==> config.mk <==
export PLATFORM = sky130hd
export DESIGN_NAME = bin2dec_seq
export DESIGN_NICKNAME = d
export VERILOG_FILES = /design/src/rtl/seg7_pkg.sv /design/src/rtl/seg7_dec.sv /design/src/rtl/bin2dec_seq.sv
export SDC_FILE = /design/constraint.sdc
export NUM_CORES = 1
export LEC_CHECK = 0
export CORE_MARGIN = 1.5
export CORE_UTILIZATION = 48
export DETAILED_ROUTE_END_ITERATION = 12
export GPL_TIMING_DRIVEN = 0
export HOLD_SLACK_MARGIN = 0.12
export PLACE_DENSITY = 0.87
export SETUP_SLACK_MARGIN = 0.4
export SYNTH_ARGS = -nofsm -noshare
export SYNTH_HDL_FRONTEND = slang
export SYNTH_SLANG_ARGS = --single-unit
==> constraint.sdc <==
create_clock -name CLOCK_50 -period 2.35 [get_ports CLOCK_50]
set_input_delay 0.47 -clock CLOCK_50 [delete_from_list [all_inputs] [get_ports CLOCK_50]]
set_output_delay 0.47 -clock CLOCK_50 [all_outputs]
set_load 0.01 [all_outputs]
==> src/rtl/seg7_pkg.sv <==
// seg7_pkg: shared constants for the seven-segment lab blocks.
//   - Active-low segment patterns, bit order gfedcba.
//   - FSM state type for bin2dec_seq.
//   - Double-dabble nibble adjust helper.
package seg7_pkg;

  localparam logic [6:0] SEG_BLANK = 7'b1111111;

  localparam logic [6:0] SEG_DIGIT [0:9] = '{
    7'b1000000,  // 0
    7'b1111001,  // 1
    7'b0100100,  // 2
    7'b0110000,  // 3
    7'b0011001,  // 4
    7'b0010010,  // 5
    7'b0000010,  // 6
    7'b1111000,  // 7
    7'b0000000,  // 8
    7'b0010000   // 9
  };

  // Letters of the existing "Err" display.
  localparam logic [6:0] SEG_E = 7'b0000110;
  localparam logic [6:0] SEG_R = 7'b0101111;

  typedef enum logic [1:0] {
    ST_IDLE   = 2'd0,
    ST_SHIFT  = 2'd1,
    ST_FINISH = 2'd2
  } b2d_state_e;

  // A BCD nibble of 5 or more would overflow past 9 after the next
  // doubling, so it is pre-corrected by +3 before the shift.
  function automatic logic [3:0] dd_adjust(input logic [3:0] nib);
    return (nib >= 4'd5) ? nib + 4'd3 : nib;
  endfunction

endpackage

==> src/rtl/seg7_dec.sv <==
// seg7_dec: combinational BCD digit to seven-segment decoder.
//   digit : 4-bit BCD value
//   blank : 1 forces the display dark
//   seg   : active-low segments, gfedcba
// Values above 9 are not legal BCD and decode to blank.
module seg7_dec
  import seg7_pkg::*;
(
  input  logic [3:0] digit,
  input  logic       blank,
  output logic [6:0] seg
);

  always_comb begin
    seg = SEG_BLANK;
    if (!blank) begin
      case (digit)
        4'd0:    seg = SEG_DIGIT[0];
        4'd1:    seg = SEG_DIGIT[1];
        4'd2:    seg = SEG_DIGIT[2];
        4'd3:    seg = SEG_DIGIT[3];
        4'd4:    seg = SEG_DIGIT[4];
        4'd5:    seg = SEG_DIGIT[5];
        4'd6:    seg = SEG_DIGIT[6];
        4'd7:    seg = SEG_DIGIT[7];
        4'd8:    seg = SEG_DIGIT[8];
        4'd9:    seg = SEG_DIGIT[9];
        default: seg = SEG_BLANK;
      endcase
    end
  end

endmodule

==> src/rtl/bin2dec_seq.sv <==
// bin2dec_seq: sequential binary to 3-digit BCD converter (double dabble,
// one bit per clock) driving three seven-segment displays.
//
// Ports:
//   CLOCK_50  : clock, all state changes on the rising edge
//   RST       : synchronous reset, active-high
//   SW        : WIDTH-bit unsigned value, captured on an accepted START edge
//   START     : level input; a rising edge (START=1, previous=0) requests a
//               conversion when idle
//   BUSY      : high from the cycle after the edge until the result cycle
//   DONE      : one-cycle pulse in the cycle new results first appear
//   BCD       : {hundreds, tens, ones}, registered
//   LEDG      : BCD[7:0]
//   HEX2..0   : active-low segments (gfedcba), hundreds/tens/ones
//   dbg_state : current FSM state
//
// Handshake: START is a request-by-edge; it is accepted only in IDLE and
// never queued. An accepted edge gives exactly one DONE pulse WIDTH+1
// cycles later, unless RST intervenes, which discards the conversion.
//
// WIDTH is legal from 4 to 9 so the result always fits three digits.
module bin2dec_seq
  import seg7_pkg::*;
#(
  parameter int WIDTH      = 8,
  parameter bit BLANK_LEAD = 1'b1
) (
  input  logic             CLOCK_50,
  input  logic             RST,
  input  logic [WIDTH-1:0] SW,
  input  logic             START,
  output logic             BUSY,
  output logic             DONE,
  output logic [11:0]      BCD,
  output logic [7:0]       LEDG,
  output logic [6:0]       HEX2,
  output logic [6:0]       HEX1,
  output logic [6:0]       HEX0,
  output logic [1:0]       dbg_state
);

  localparam int SR_W  = WIDTH + 12;
  localparam int CNT_W = $clog2(WIDTH);

  b2d_state_e       state, state_next;
  logic             start_q;
  logic [SR_W-1:0]  sr, sr_next, sr_shift;
  logic [CNT_W-1:0] cnt, cnt_next;
  logic             busy, busy_next;
  logic             done, done_next;
  logic [11:0]      bcd_r, bcd_next;
  logic [6:0]       hex2_r, hex1_r, hex0_r;
  logic [6:0]       hex2_next, hex1_next, hex0_next;
  logic [11:0]      bcd_adj, res_bcd;
  logic [6:0]       dec2, dec1, dec0;
  logic             blank2, blank1;
  logic             start_edge;

  assign start_edge = START & ~start_q;

  // One double-dabble step: all three nibbles corrected in parallel on the
  // pre-shift value, then the whole register moves left by one bit.
  always_comb begin
    bcd_adj[11:8] = dd_adjust(sr[SR_W-1 -: 4]);
    bcd_adj[7:4]  = dd_adjust(sr[SR_W-5 -: 4]);
    bcd_adj[3:0]  = dd_adjust(sr[SR_W-9 -: 4]);
    sr_shift      = {bcd_adj, sr[WIDTH-1:0]} << 1;
  end

  // After the final step, the BCD part of the shifted register is the result.
  assign res_bcd = sr_shift[SR_W-1:WIDTH];

  assign blank2 = BLANK_LEAD && (res_bcd[11:8] == 4'd0);
  assign blank1 = BLANK_LEAD && (res_bcd[11:8] == 4'd0) && (res_bcd[7:4] == 4'd0);

  seg7_dec u_dec2 (.digit(res_bcd[11:8]), .blank(blank2), .seg(dec2));
  seg7_dec u_dec1 (.digit(res_bcd[7:4]),  .blank(blank1), .seg(dec1));
  seg7_dec u_dec0 (.digit(res_bcd[3:0]),  .blank(1'b0),   .seg(dec0));

  always_comb begin
    state_next = state;
    sr_next    = sr;
    cnt_next   = cnt;
    busy_next  = busy;
    done_next  = 1'b0;
    bcd_next   = bcd_r;
    hex2_next  = hex2_r;
    hex1_next  = hex1_r;
    hex0_next  = hex0_r;

    case (state)
      ST_IDLE: begin
        if (start_edge) begin
          sr_next    = {12'b0, SW};
          cnt_next   = '0;
          busy_next  = 1'b1;
          state_next = ST_SHIFT;
        end
      end

      ST_SHIFT: begin
        sr_next  = sr_shift;
        cnt_next = cnt + 1'b1;
        if (cnt == CNT_W'(WIDTH - 1)) begin
          // The last shift lands together with the output registers so the
          // result and DONE are both visible throughout the FINISH cycle.
          state_next = ST_FINISH;
          done_next  = 1'b1;
          bcd_next   = res_bcd;
          hex2_next  = dec2;
          hex1_next  = dec1;
          hex0_next  = dec0;
        end
      end

      ST_FINISH: begin
        busy_next  = 1'b0;
        state_next = ST_IDLE;
      end

      default: begin
        busy_next  = 1'b0;
        state_next = ST_IDLE;
      end
    endcase
  end

  always_ff @(posedge CLOCK_50) begin
    if (RST) begin
      state   <= ST_IDLE;
      start_q <= 1'b0;
      sr      <= '0;
      cnt     <= '0;
      busy    <= 1'b0;
      done    <= 1'b0;
      bcd_r   <= '0;
      hex2_r  <= SEG_BLANK;
      hex1_r  <= SEG_BLANK;
      hex0_r  <= SEG_BLANK;
    end else begin
      state   <= state_next;
      start_q <= START;
      sr      <= sr_next;
      cnt     <= cnt_next;
      busy    <= busy_next;
      done    <= done_next;
      bcd_r   <= bcd_next;
      hex2_r  <= hex2_next;
      hex1_r  <= hex1_next;
      hex0_r  <= hex0_next;
    end
  end

  assign BUSY      = busy;
  assign DONE      = done;
  assign BCD       = bcd_r;
  assign LEDG      = bcd_r[7:0];
  assign HEX2      = hex2_r;
  assign HEX1      = hex1_r;
  assign HEX0      = hex0_r;
  assign dbg_state = state;

endmodule

After elaboration in Yosys (flattened, before gate mapping):

Memories as Yosys holds them, arrays and structs flattened. A register that Yosys moved wholly into a read port is not among the register bits.
Cells that the tools add are included.

* register bits after elaboration: 54
* ROM bits: 336
* input port bits: 11
* output and inout bits: 45
* logic and storage cells: 51
* memories: 3

* add/subtract/negate cells: 4
* order comparisons: 3
* equal/unequal tests: 4
* mux-type cells: 15
* bitwise operators: 3
* reduce and logical (&&, ||, !) cells: 10

Memory list
* (name not given): depth 16, bits a word 7, read ports 1, clocked after memory_dff 1, wr ports 0, RTL line seg7_dec.sv:17 `case (digit)`
* (name not given): depth 16, bits a word 7, read ports 1, clocked after memory_dff 0, wr ports 0, RTL line seg7_dec.sv:17
* (name not given): depth 16, bits a word 7, read ports 1, clocked after memory_dff 0, wr ports 0, RTL line seg7_dec.sv:17

Operator list (count)
* 20-bit one-hot mux with 2 select lines: 1
* 20-bit two-way mux: 1
* 7-bit two-way mux: 2
* 4-bit by 3-bit >= comparator with 1-bit output (second input constant): 3
* 4-bit by 2-bit adder with 4-bit output (second input constant): 2
* 4-bit logical NOT: 2
* 4-bit two-way mux: 2
* 2-bit AND reduction: 4
* 3-bit two-way mux: 2
* 3-bit one-hot mux with 2 select lines: 1
* 2-bit two-way mux: 2
* 2-bit != test (second input constant): 2
* 2-bit one-hot mux with 2 select lines: 1
* 3-bit by 1-bit adder with 3-bit output (second input constant): 1
* 3-bit by 2-bit adder with 3-bit output (second input constant): 1
* 3-bit == test (second input constant): 1
* 2-bit by 1-bit == test with 1-bit output (second input constant): 1
* 2-bit logical NOT: 1
* 1-bit two-way mux: 2
* 1-bit NOT: 2
* 1-bit one-hot mux with 2 select lines: 1
* 2-bit nonzero test: 1
* 2-bit OR reduction: 1
* 1-bit AND: 1
* 1-bit logical AND: 1

Logic depth before layout (Yosys ltp):

Gate-level depths: netlist of run 1.

* word-level depth: 5
* depth in mapped cells: 12
* mapped depth without buffers: 11

Cells and area by module:

A second synthesis of run 1 with hierarchy kept.

* cells, all modules: 427
* area, all modules: 3477.1 um2

By module, submodules not included
* bin2dec_seq: instances 1, cells each 326, area an instance 2751.4 um2, sequential area each 1221.2 um2
* seg7_dec (u_dec1 ...): instances 2, cells each 33, area an instance 236.5 um2, sequential area each 0.0 um2
* seg7_dec (u_dec0): instances 1, cells each 35, area an instance 252.7 um2, sequential area each 0.0 um2

Worst setup path before layout of run 1:

Ideal clock, no wire load.

* path type: register to register
* from: register sr[16]
* to: register hex2_r[6], in the netlist HEX2[6]
* setup time: 0.117 ns
* arrival time: 2.347 ns
* data required time: 2.233 ns
* setup slack: -0.114 ns
* stages on the path, launching flop included: 13
* buffers on the path: 1
* clock period less this slack: 2.464 ns
* path through: dfxtp_1 inv_1 ha_1 buf_2 nand2b_1 a21oi_1 xnor2_1 inv_1 ha_1 nor3_1 a221oi_1 nand2b_1 o22a_1

* word-level cells in the longest chain between the ends: 4
* elaborated cells on any way between the ends: 6
* those cells by class: add/sub: 1; order compare: 1; mux: 2; reduce/logical: 1; memory: 1

RTL lines
* start: declaration: RTL line bin2dec_seq.sv:47 `logic [SR_W-1:0] sr, sr_next, sr_shift;`
* start signal: assignment: RTL line bin2dec_seq.sv:143 `sr <= sr_next;`
* 4-bit by 3-bit >= comparator with 1-bit output / 3-bit by 2-bit adder with 3-bit output (equally long branches): RTL line seg7_pkg.sv:35 `return (nib >= 4'd5) ? nib + 4'd3 : nib;`
* 3-bit two-way mux *: RTL line seg7_pkg.sv:35
* memory 16 x 7 bit / 4-bit logical NOT (equally long branches)
* 7-bit two-way mux *: RTL line seg7_dec.sv:16 `if (!blank) begin`
* end signal: assignment: RTL line bin2dec_seq.sv:148 `hex2_r <= hex2_next;`
* end: declaration: RTL line bin2dec_seq.sv:52 `logic [6:0] hex2_r, hex1_r, hex0_r;`

Every way passes the cells marked *; elsewhere a longest branch is shown, timed or not.
A chain may end at the register's enable or synchronous reset.

Final worst setup path of run 1:

* from: register sr[13]
* to: register hex1_r[4], in the netlist HEX1[4]

* word-level cells in the longest chain between the ends: 5
* elaborated cells on any way between the ends: 8
* those cells by class: add/sub: 1; order compare: 1; mux: 2; reduce/logical: 3; memory: 1

RTL lines
* 4-bit by 2-bit adder with 4-bit output / 4-bit by 3-bit >= comparator with 1-bit output (equally long branches): RTL line seg7_pkg.sv:35
* 4-bit two-way mux *: RTL line seg7_pkg.sv:35
* branches (longest 2 deep; another with memory 16 x 7 bit)
* 7-bit two-way mux *: RTL line seg7_dec.sv:16
* end signal: assignment: RTL line bin2dec_seq.sv:149 `hex1_r <= hex1_next;`
* end: declaration: RTL line bin2dec_seq.sv:52

Mark *: on every way between the ends.

==> impl_metrics.toml, run 1 <==
[outcome]
status = "finished, violations left"
violations = "design-rule violations"

[die]
fp-row-count = 29
initial_core_util_pct = 50.7
die_h_um = 85.6
fp.dieArea_um2 = 7330
core_um2 = 6460
ios = 56
die_w_um = 85.6

[setup_path]
slowest_stage = "or4_1"
critPathKind = "register to register"
r2r-end = "HEX1[4]"
critPathMaxStageDelay_ns = 0.50
end_kind = "register"
crit_top_cell = "ha_4"
arrival_ns = 2.47
critPathMaxFanout = 3
cp_top_family = "simple AND/OR/NAND/NOR gates"
ff2ff_setup_slack_ns = 0.14
crit_chain = "inv_4 -> ha_4 -> and2b_2 -> o21ai_4 -> nor2_4 -> ha_4 -> inv_2 -> or4_1 -> o211a_1 -> o22a_1"
path_buf_inv = 2
reg2reg_depth = 10
r2r_start = "sr[13]"
worstPathRequired_ns = 2.61
worst_setup_path_start_kind = "register"

[layout]
final_area_um2 = 4760
layout_common_cells = "dfxtp_1 (55), clkdlybuf4s50_1 (54), nand2_1 (38)"
fin_cells = 570
drive_gt1_share_pct = 25.6
antenna_cells = 0
layout.cells.most_common = "dfxtp_1"
final_nets = 520
syn_to_final_growth_pct = 45.2
fillers = 437

[routing]
vias = 3482
dr.pass1.iters = 10
avgViaCountPerCell = 6.11
drc = 3
wl_per_cell_um = 18.3
wirelength_um = 10500
ant_nets = 0
drt_iter0_drc = 282

[power]
peakVddDrop_uv = 479
p_switching_mw = 0.558
combPwrFrac_pct = 6.5
p_leak_nw = 1.81
p_int_mw = 1.66
total_power_mw = 2.22
p_per_area_nw_per_um2 = 466
sw_frac_of_total_pct = 25.1
p_clk_share_pct = 45.5
pwr-share-seq_pct = 48.0

[cts]
cts_root_buffer = "clkbuf_8"
clk_pin_slew_ns = 0.08
cts_tree = "yes"
clock_path_buffers = 2
h-tree-depth = 3
insertion_delay_ns = 0.36
clock-sinks = 61
numCtsBuffers = 9

[sta]
setup_viol = 0
tightest_slew_ns = 0.658
finalHoldViolCount = 0
slew_headroom_pct = 55.7
fin_worst_skew_ns = 0.0107
finalCritPeriodShare_pct = 94.2
timing.setup.tns_ns = 0
slew_violations = 0
clock.fmax_ghz = 0.452
fin_crit_ns = 2.21
rsz0062_at_grt = "true"

[placement]
gp_congestion = 0.871
dp_cells = 527
io_buffers = 54
dpl.hpwl_um = 6080
dpl_cell_area_um2 = 4090

[yosys]
synth_enable_flop_cells = 0
yosysTopAreaCellShare_pct = 37.3
synth_area_leaders = "dfxtp_1 (37%), ha_1 (8.0%), a21oi_1 (6.0%)"
netlist_instances = 396
async_reset_ff_share_pct = 0
yosysWarnings = 0
syn_avg_cell_area_um2 = 8.27
synth_area_um2 = 3270
synth_area_leader_cell = "dfxtp_1"
ys.flop_type = "dfxtp_1"
synth_seq_area_share_pct = 37.3
yosysUniqueCellTypes = 53
synth_fp_nets = 428
synth_seq_cells = 61

[hold_path]
hp-start = "BCD[9]"
min_path_cells = 2
min_path_type = "register to register"
worstHoldEndpoint = "BCD[9]"

[grt]
grt_pass1_wl_um = 15900
grt_max_degree = 12
antenna_found_initial = 0
grt_overflow = 0
track_usage_pct = 27.5
grt_pass1_vias = 3277

[run]
max_cap_violations = 0
[what timing repair did]
item,CTS,global route
pin swaps,16,10
gates resized for setup,38,26
setup buffers,18,9
hold buffers,0,0
setup endpoints to repair,21,30
[power by group through the flow]
stage	Combinational (mW)	Sequential, mW	Clock [mW]
CTS	0.136	1.06	1.00
global route	0.158	1.06	1.06
global placement	0.129	1.09	0
finish	0.144	1.06	1.01
detailed placement	0.134	1.09	0
floorplan	0.0863	1.09	0
[metrics by stage]
stage | utilization (%) | hold slack [ns] | setup WS [ns]
3_5_place_dp | 63.4 | 0.453 | 0.102
5_1_grt | 73.6 | 0.480 | 0.115
2_1_floorplan | - | 0.452 | 0.294
4_1_cts | 71.4 | 0.463 | 0.189
3_3_place_gp | 63.4 | 0.446 | 0.140
6_report | 73.6 | 0.461 | 0.136
[sequential cells by signal (all words and copies together), names as in the netlist]
| signal | cells |
|---|---|
| BCD | 12 |
| HEX0 | 7 |
| BUSY | 1 |
| HEX1 | 7 |
| cnt | 3 |
| sr | 20 |
| start_q | 1 |
| HEX2 | 7 |
| DONE | 1 |
| dbg_state | 2 |
[cell usage after synthesis (5+ instances only)]
| library cell | count |
|---|---|
| ha_1 | 21 |
| mux2i_1 | 11 |
| nand3_1 | 25 |
| dfxtp_1 | 61 |
| buf_4 | 8 |
| nand2_1 | 39 |
| nand2b_1 | 11 |
| buf_2 | 8 |
| nor3_1 | 5 |
| nor2_1 | 33 |
| inv_1 | 19 |
| a21oi_1 | 39 |
| a211oi_1 | 13 |
| clkbuf_1 | 12 |
| o22a_1 | 6 |
| o221ai_1 | 6 |
| o21ai_0 | 14 |
[per-layer routing]
| metal | part of all wire, % | vias up | global-route usage (%) |
|---|---|---|---|
| met5 | 0 | - | 0 |
| met4 | 3.7 | 0 | 14.7 |
| met3 | 6.7 | 47 | 4.91 |
| met2 | 50 | 178 | 46.3 |
| met1 | 40 | 1667 | 33.4 |
| li1 | - | 1590 | - |
[logic make-up after synthesis]
kind of cell / synth area share (%)
compound gates: 24.9
xor+xnor: 1.03
fa+ha+maj: 8.02
buf+inv: 7.41
flops: 37.3
mux: 3.36
simple gates: 18.0
[worst register-to-register path, cell delays in order (launching register included)]
cell and delay (ns):
dfxtp_4 0.37, inv_4 0.05, ha_4 0.16, and2b_2 0.28
o21ai_4 0.08, nor2_4 0.18, ha_4 0.16, inv_2 0.03
or4_1 0.50, o211a_1 0.15, o22a_1 0.15
[cell type report]
class / count / area [µm²] / area share (%)
Multi-Input combinational cell: 283 / 2190 / 46.1
Inverter: 21 / 91.3 / 1.92
Clock buffer: 11 / 153 / 3.21
Sequential cell: 61 / 1240 / 26.1
Clock inverter: 5 / 57.6 / 1.21
Tap cell: 77 / 96.3 / 2.03
Timing Repair Buffer: 81 / 747 / 15.7
Buffer: 31 / 179 / 3.76
[how the worst max path moves through the flow]
stage	cells after the start	to	from
final	10	HEX1[4]	sr[13]
after global routing	10	HEX1[4]	sr[13]
after CTS	10	HEX1[4]	sr[13]
after detailed placement	11	HEX1[2]	sr[13]
after global placement	12	HEX1[2]	sr[16]
after floorplan	10	HEX1[4]	sr[13]
Note: power is estimated with default switching activity, not from simulation.
==> run 2: changes to the inputs <==
--- a/config.mk
+++ b/config.mk
@@ -7,6 +7,8 @@
 export LEC_CHECK = 0
 export CORE_MARGIN = 1.5
 export CORE_UTILIZATION = 48
+export CTS_CLUSTER_DIAMETER = 150
+export CTS_CLUSTER_SIZE = 20
 export DETAILED_ROUTE_END_ITERATION = 12
 export GPL_TIMING_DRIVEN = 0
 export HOLD_SLACK_MARGIN = 0.12
==> results of run 2 <==
The final DEF is identical to that of run 1; final timing and power are the same.
==> patch: new RTL, flow settings as in run 2 <==
Set the parameter `WIDTH` to 4 (it was 8).
--- a/src/rtl/bin2dec_seq.sv
+++ b/src/rtl/bin2dec_seq.sv
@@ -22,7 +22,7 @@
 module bin2dec_seq
   import seg7_pkg::*;
 #(
-  parameter int WIDTH      = 8,
+  parameter int WIDTH      = 4,
   parameter bit BLANK_LEAD = 1'b1
 ) (
   input  logic             CLOCK_50,
Ports: changed (resized SW); port bits go from 56 to 52. No check against the original RTL was run, so the function may have changed too.
==> patch against run 2 <==
- critical path type unchanged
- first-iteration DRC count up 26%
- routed wire length down 11%
- clock skew shrank 0.0062 ns
- sequential cell count down 5
- largest power group unchanged
- final area down 9.5%
- setup slack better by 0.066 ns
- critical path depth did not move
- power shrank 20%
- count of clock-buffer cells in the layout is 6 lower
- synthesized area decreased by 8.2%
==> patch: results (changes against run 2) <==
largest_reg_flops: 16  # -20%
critPathArrivalTime_ns: 2.34  # -0.13 ns
clk_latency_ns: 0.31  # -0.05 ns
tightest_slew_ns: 0.591  # -0.0665 ns
ys.flop_type: "dfxtp_1"
synth_area_leaders: "dfxtp_1, ha_1, nor2_1"
worstHoldStart: "BCD[6]"
finalSetupViolCount: 0  # unchanged
hold_viol_final: 0  # unchanged
diodes: 0  # unchanged
status: "finished, final reports clean"
critPathKind: "reg2reg"
grt_max_degree: 19  # +7
cts_root_buf: "clkbuf_8"
drt_iter0_drc: 355  # +26%
synth_common_cells: "dfxtp_1, nor2_1, nand2_1, a21oi_1, ha_1"
r2r-start: "sr[6]"
hold_class: "reg2reg"
gp_congestion: 0.889  # +2.2%
portBuffers: 50  # -7.4%
fillers: 437  # unchanged
critPathMaxFanout: 9  # +6
routed_via_density: 5.98  # -2.0%
peakVddDrop_v: 0.000246  # -49%
max_flop_register: "sr"
dr.pass1.iters: 6  # -4
clk_pin_slew_worst_paths_ns: 0.10  # +0.02 ns
finalWirelength_mm: 9.32  # -11%
clockBufferDepth: 2  # unchanged
synthesis.nets: 387  # -9.6%
grt_use_met2_pct: 47.5  # +1.1 points
skew_ns: 0.00456  # -0.00616 ns
p_leak_uw: 0.00169  # -6.4%
yosys_warnings: 0  # unchanged
antenna_found_initial: 0  # unchanged
use_met3_pct: 4.84  # -0.073 points
layout.nets: 473  # -9.0%
seq_area_frac_synth_pct: 37.3  # about the same
htree_levels: 2  # -1
cts_buffers: 5  # -4
yosysUniqueCellTypes: 51  # -3.8%
dp_hpwl_mm: 5.42  # -11%
grt_pass1_vias: 2804  # -14%
grtUsageTotal_pct: 26.2  # -1.3 points
grt_pass1_wl_mm: 13.5  # -15%
drive_gt1_share_pct: 27.1  # +1.5 points
async_reset_ff_share_pct: 0  # unchanged
grt_util_met1_pct: 30.6  # -2.8 points
patch: through the flow:
stage          setup WS, ns  hold slack (ns)  cells  area [sq um]  util, %
3_5_place_dp         0.0536            0.462    485          3700     61.8
6_report              0.202            0.477    522          4310     71.9
4_1_cts               0.291            0.479    511          4080     68.1
5_1_grt               0.155            0.511    522          4310     71.9
3_3_place_gp          0.107            0.457    485          3700     61.8
2_1_floorplan         0.359            0.454    360          3110        -
patch: repair_timing:
item / 4_1_cts / 5_1_grt
pin swaps: 21 / 18
endpoints found under the setup margin: 20 / 23
buffers inserted: 18 / 11
gates resized for setup: 31 / 34
patch: worst paths after layout:
| check | to | slack [ns] | depth (start not counted) |
|---|---|---|---|
| worst min-delay path | BCD[6] | 0.48 | 2 |
| worst max-delay path | HEX1[3] | 0.20 | 10 |
| worst min register to register | BCD[6] | 0.48 | 2 |
| worst max register to register | HEX1[3] | 0.20 | 10 |
patch: cell families (layout without fill, tap and decap cells):
group                      after synthesis  in the layout  share of synthesized area (%)
and+or+nand+nor                        123            123                           19.1
AOI/OAI and AO/OA                      107            107                           25.2
DFF                                     56             56                           37.3
buffers and inverters                   49            136                           8.41
adders and majority gates               20             20                           8.33
muxes                                    5              5                           1.67
patch: layer usage:
metal  part of all wire [%]  vias up
li1                       -     1434
met1                     39     1459
met2                     49      188
met3                    7.7       43
met4                    4.7        0
met5                      0        -
patch: cell type report:
cell class / count / share of cell area (%)
buffer: 31 / 4.53
clock buffer: 5 / 1.60
clock inverter: 3 / 1.05
inverter: 18 / 1.80
multi-input combinational: 255 / 45.5
sequential: 56 / 26.5
tap: 75 / 2.18
timing repair buffer: 79 / 16.9
patch: power by group:
| group | switching [uW] | internal [uW] |
|---|---|---|
| Combinational | 85.9 | 61.2 |
| Sequential | 12.9 | 956 |
| Clock | 334 | 323 |
patch: critical path, stage by stage (launching register included):
cell and delay, ns:
dfxtp_1 0.33, clkbuf_4 0.23, o21ai_1 0.16, nor3_2 0.22, a21o_1 0.19, inv_2 0.09, ha_4 0.18, nand2_4 0.07
a211oi_4 0.04, o32ai_4 0.40, a21oi_1 0.12
